`src/rtl/echo_delay_ctrl.sv`:
```
// Echo/delay controller: one dry sample in, one read and one write to an external
// dual-port delay RAM, one processed sample out, every three clocks at most.
module echo_delay_ctrl #(
  parameter int DATA_WIDTH = 16,
  parameter int ADDR_WIDTH = 8
) (
  input  logic                         clk,
  input  logic                         rst_n,
  input  logic                         enable,
  input  logic                         sample_valid,
  input  logic signed [DATA_WIDTH-1:0] sample_in,
  output logic                         in_ready,
  input  logic        [ADDR_WIDTH-1:0] delay_len,
  input  logic        [7:0]            fb_gain,
  input  logic        [7:0]            mix_gain,
  output logic        [ADDR_WIDTH-1:0] mem_addr_a,
  output logic signed [DATA_WIDTH-1:0] mem_data_a,
  output logic                         mem_we_a,
  output logic        [ADDR_WIDTH-1:0] mem_addr_b,
  output logic                         mem_we_b,
  input  logic signed [DATA_WIDTH-1:0] mem_q_b,
  output logic signed [DATA_WIDTH-1:0] sample_out,
  output logic                         out_valid,
  output logic                         overrun
);

  localparam int PW = DATA_WIDTH + 9;
  localparam logic [DATA_WIDTH-1:0] SAT_MAX = {1'b0, {(DATA_WIDTH-1){1'b1}}};
  localparam logic [DATA_WIDTH-1:0] SAT_MIN = {1'b1, {(DATA_WIDTH-1){1'b0}}};

  typedef enum logic [1:0] {IDLE, READ, CALC} state_t;

  state_t state, next_state;

  logic signed [DATA_WIDTH-1:0] x_q;
  logic        [ADDR_WIDTH-1:0] dly_q;
  logic        [7:0]            fb_q;
  logic        [7:0]            mix_q;
  logic                         en_q;
  logic        [ADDR_WIDTH-1:0] wr_ptr;

  logic signed [PW-1:0]         d_ext;
  logic signed [PW-1:0]         fb_prod;
  logic signed [PW-1:0]         mix_prod;
  logic signed [DATA_WIDTH-1:0] fb_val;
  logic signed [DATA_WIDTH-1:0] wet_val;
  logic        [DATA_WIDTH:0]   fb_sum;
  logic        [DATA_WIDTH:0]   wet_sum;
  logic signed [DATA_WIDTH-1:0] fb_res;
  logic signed [DATA_WIDTH-1:0] wet_res;

  // Clamp a one-bit-wider sum back into the signed sample range.
  function automatic logic [DATA_WIDTH-1:0] sat(input logic [DATA_WIDTH:0] s);
    if (s[DATA_WIDTH] != s[DATA_WIDTH-1]) begin
      if (s[DATA_WIDTH]) begin
        return SAT_MIN;
      end else begin
        return SAT_MAX;
      end
    end else begin
      return s[DATA_WIDTH-1:0];
    end
  endfunction

  // Gains are unsigned Q0.8, so they enter the signed multiply with a zero sign bit.
  assign d_ext    = {{9{mem_q_b[DATA_WIDTH-1]}}, mem_q_b};
  assign fb_prod  = d_ext * $signed({{(DATA_WIDTH+1){1'b0}}, fb_q});
  assign mix_prod = d_ext * $signed({{(DATA_WIDTH+1){1'b0}}, mix_q});
  assign fb_val   = DATA_WIDTH'(fb_prod >>> 8);
  assign wet_val  = DATA_WIDTH'(mix_prod >>> 8);
  assign fb_sum   = {x_q[DATA_WIDTH-1], x_q} + {fb_val[DATA_WIDTH-1], fb_val};
  assign wet_sum  = {x_q[DATA_WIDTH-1], x_q} + {wet_val[DATA_WIDTH-1], wet_val};
  assign fb_res   = sat(fb_sum);
  assign wet_res  = sat(wet_sum);

  assign mem_we_b = 1'b0;

  always_ff @(posedge clk or negedge rst_n) begin
    if (!rst_n) begin
      state <= IDLE;
    end else begin
      state <= next_state;
    end
  end

  always_comb begin
    next_state = state;
    case (state)
      IDLE:    if (sample_valid) next_state = READ;
      READ:    next_state = CALC;
      CALC:    next_state = IDLE;
      default: next_state = IDLE;
    endcase
  end

  // RAM strobes are decoded from state so a reset drops them the same instant.
  always_comb begin
    in_ready   = 1'b0;
    mem_we_a   = 1'b0;
    mem_addr_a = '0;
    mem_data_a = '0;
    mem_addr_b = '0;
    case (state)
      IDLE: in_ready = 1'b1;
      READ: mem_addr_b = wr_ptr - dly_q;
      CALC: begin
        mem_we_a   = 1'b1;
        mem_addr_a = wr_ptr;
        mem_data_a = en_q ? fb_res : x_q;
      end
      default: ;
    endcase
  end

  always_ff @(posedge clk or negedge rst_n) begin
    if (!rst_n) begin
      x_q        <= '0;
      dly_q      <= '0;
      fb_q       <= '0;
      mix_q      <= '0;
      en_q       <= 1'b0;
      wr_ptr     <= '0;
      sample_out <= '0;
      out_valid  <= 1'b0;
      overrun    <= 1'b0;
    end else begin
      out_valid <= 1'b0;
      if (state == IDLE && sample_valid) begin
        x_q   <= sample_in;
        dly_q <= delay_len;
        fb_q  <= fb_gain;
        mix_q <= mix_gain;
        en_q  <= enable;
      end
      if (state == CALC) begin
        sample_out <= en_q ? wet_res : x_q;
        out_valid  <= 1'b1;
        wr_ptr     <= wr_ptr + 1'b1;
      end
      if (state != IDLE && sample_valid) begin
        overrun <= 1'b1;
      end
    end
  end

endmodule

```
`config.mk`:
```
export PLATFORM = sky130hd
export DESIGN_NAME = echo_delay_ctrl
export DESIGN_NICKNAME = d
export VERILOG_FILES = /design/src/rtl/echo_delay_ctrl.sv
export SDC_FILE = /design/constraint.sdc
export NUM_CORES = 1
export LEC_CHECK = 0
export BUFFER_PORTS_ARGS = -buffer_cell sky130_fd_sc_hd__buf_2
export CORE_MARGIN = 3
export CORE_UTILIZATION = 40
export DETAILED_ROUTE_END_ITERATION = 16
export GPL_TIMING_DRIVEN = 0
export PLACE_DENSITY = 0.64
export SYNTH_ARGS = -nofsm -noshare
export SYNTH_HDL_FRONTEND = slang
export SYNTH_SLANG_ARGS = --single-unit
```
`constraint.sdc`:
```
create_clock -name clk -period 9.8 [get_ports clk]
set_clock_uncertainty 0.05 [all_clocks]
set_input_delay 0.49 -clock clk [delete_from_list [all_inputs] [get_ports clk]]
set_output_delay 0.49 -clock clk [all_outputs]
set_load 0.005 [all_outputs]
```
==> metrics.md <==
| Metric | Value |
|---|---|
| Outcome | complete, no violations |
| Max-slew violations | 0 |
| WHS Path Cells | 3 |
| Synthesized Nets | roughly 1900 |
| All-Layer GR Usage | between 20% and 30% |
| RSZ-0062 raised after global routing | false |
| CTS tree | yes |
| Met2 wire length | 17.54 mm |
| Die area | approximately 36000 um2 |
| Cell row count | 67 |
| Core Box Area | about 34000 um2 |
| H-tree depth | 3 |
| Synth area leaders | fa_1, dfrtp_1, ha_1 |
| WHS | 0.2809 ns |
| CP dominant cell by count | fa_1 |
| Largest net degree at the start of global routing | 66 |
| Worst r2r src | mix_q[1]$_DFFE_PN0P_ |
| Non-filler cells, final | ~2100 |
| Main synth FF type | dfrtp_1 |
| Vias in the first global route | 11280 |
| EDFF count, synth | 0 |
| GP Congestion | just under 0.9 |
| Register area share after synthesis | around 13% |
| Initial core utilization | a little over 40% |
| Slew margin rel. | between 30% and 40% |
| Chip width | between 150 and 200 um |
| Setup TNS | 0 ns |
| Detailed Place HPWL | 29.32 mm |
| Worst Tran Pin Value | ~0.99 ns |
| Initial antenna violation count | 0 |
| Synth top area share | 29.48% |
| Share of cells above drive strength 1 | about an eighth |
| Critical path class | reg -> out |
| Net count, final | around 2100 |
| Synth warn | 0 |
| First-pass iteration count of the detailed router | 5 |
| Synth cell count leaders | inv_1, fa_1, nand2_1 |
| Post-synth top area cell | fa_1 |
| Crit path from | fb_q[2]$_DFFE_PN0P_ |
| Worst Path Required | 9.26 ns |
| Hold WC Path Type | in -> reg |
| Top sig layer | met4 |
| DR WL/cell | around 17 um |
| First-pass GRT wire length | just under 60 mm |
| # DRC | 0 |
| Async SR Flop Fraction | 100.0% |
| Synthesized area | 13650 um2 |
| Vias | around 11000 |
| CP max-delay cell | fa_1 |
| Most common cell in the synthesized netlist | inv_1 |
| CP Capture Type | primary output |
| Synth unique cells | 76 |
| Metal-1 WL | between 15 and 20 mm |
| Startpoint Class | register |
| Fin crit share | between 90 and 100% |
| Iteration-0 DRC Markers | 560 |
| Post-Route WL | between 30 and 40 mm |
| CTS max path bufs | 2 |
| Cells after Synth | ~1600 |
| Worst skew pair latency | approximately 0.37 ns |
| Met3 routed WL | around 2.2 mm |
| #FFs+latches synth | between 60 and 70 |
| Height of the die | around 190 um |
| Worst Path Max Fanout | 10 |
| CTS clock-pin slew for the worst setup and hold paths | ~0.060 ns |
| Fmax | about 110 MHz |
| Fin. Hold Viols | 0 |
| Clk sinks | 69 |
| Worst hold start | delay_len[5] |
| Mean Syn Cell Area | around 9 um2 |
| N_diodes | 0 |
| Vias per inst | about 5 |
| P&R area growth vs syn | 10.51% |
| Max stage delay on crit path | 0.52 ns |
| MaxCap Viol Count | 0 |
| Top Ports | approximately 110 |
| Setup violators final | 0 |
| Total grt overflow | 0 |
| Clock tree root buffer cell | clkbuf_16 |
| PortBufs | 110 |
| R2r worst-path depth | 28 |
| Post-layout min period | 9.009 ns |
| Placed Cells | ~2100 |
| CP Data Arrival Time | 8.47 ns |
| Post-cts sizing count | 0 |
| Clock buffer count from CTS | 9 |
| Final ANT Viol Nets | 0 |
[stage by stage]
step	setup WS [ns]	util, %	instance area [um2]
global placement	1.206	43.91	14760
CTS	0.7968	44.87	15080
global route	0.3303	44.87	15080
detailed placement	1.101	43.99	14790
floorplan	2.644	-	13650
finish	0.7911	44.87	15080
[per-layer routing]
metal | vias to the layer above | global-route usage, %
li1 | 5128 | -
met1 | 5438 | 25.85
met2 | 307 | 35.25
met3 | 49 | 3.438
met4 | 0 | 6.068
met5 | - | 0
[flip-flops by register name, summed over array words and instances, names as in the netlist]
register	cells
overrun	1
state	2
sample_out	16
out_valid	1
dly_q	8
en_q	1
x_q	16
fb_q	8
mix_q	8
wr_ptr	8
[critical path, delay by kind of cell (launching register included)]
family,cells,cell delay (ns)
AOI/OAI and AO/OA,10,2.14
xor gates and xnor gates,1,0.45
adders and majority gates,6,2.68
buffers and inverters,7,1.36
DFF,1,0.32
muxes,1,0.15
and+or+nand+nor,5,0.99
[final cells by class]
class | count | area, um2
inverter | 290 | 1089
clock inverter | 7 | 57.56
multi-input combinational | 1135 | 10570
buffer | 61 | 265.3
tap | 448 | 560.5
sequential | 69 | 1727
fill | 3315 | 18530
clock buffer | 9 | 225.2
timing repair buffer | 112 | 590.6
[cells in the final DEF, fill, tap and decap left out, drive strengths merged, types with 59 or more instances in the layout]
master and count:
nand2 184, dfrtp 69, buf 121, ha 127
inv 292, fa 201, clkbuf 60, nor2 63
a21oi 59, and2 141
[kinds of logic after synthesis]
kind of cell	after synthesis	share of synthesized area (%)
xor gates and xnor gates	72	4.676
DFF	69	12.65
other	1	0.02748
AOI/OAI and AO/OA	199	9.956
muxes	39	3.181
adders and majority gates	338	41.90
buffers and inverters	351	9.919
and+or+nand+nor	486	17.69
[final timing paths]
path | slack (ns) | endpoint
hold / removal | 0.28 | dly_q[5]$_DFFE_PN0P_
max in group asynchronous | 8.73 | overrun$_DFFE_PN0P_
hold reg to reg | 0.41 | overrun$_DFFE_PN0P_
min in group asynchronous | 0.42 | x_q[10]$_DFFE_PN0P_
setup reg to reg | 2.25 | sample_out[12]$_DFFE_PN0P_
setup / recovery | 0.79 | mem_data_a[1]
[what timing repair did]
item                                   in CTS  in global routing
buffers inserted                            0                  0
endpoints found under the hold margin       4                  0
hold buffers                                1                  0
Power is left out: the tool's default activity adds up to more than one toggle a clock period on the data nets, which glitch-free logic cannot reach.
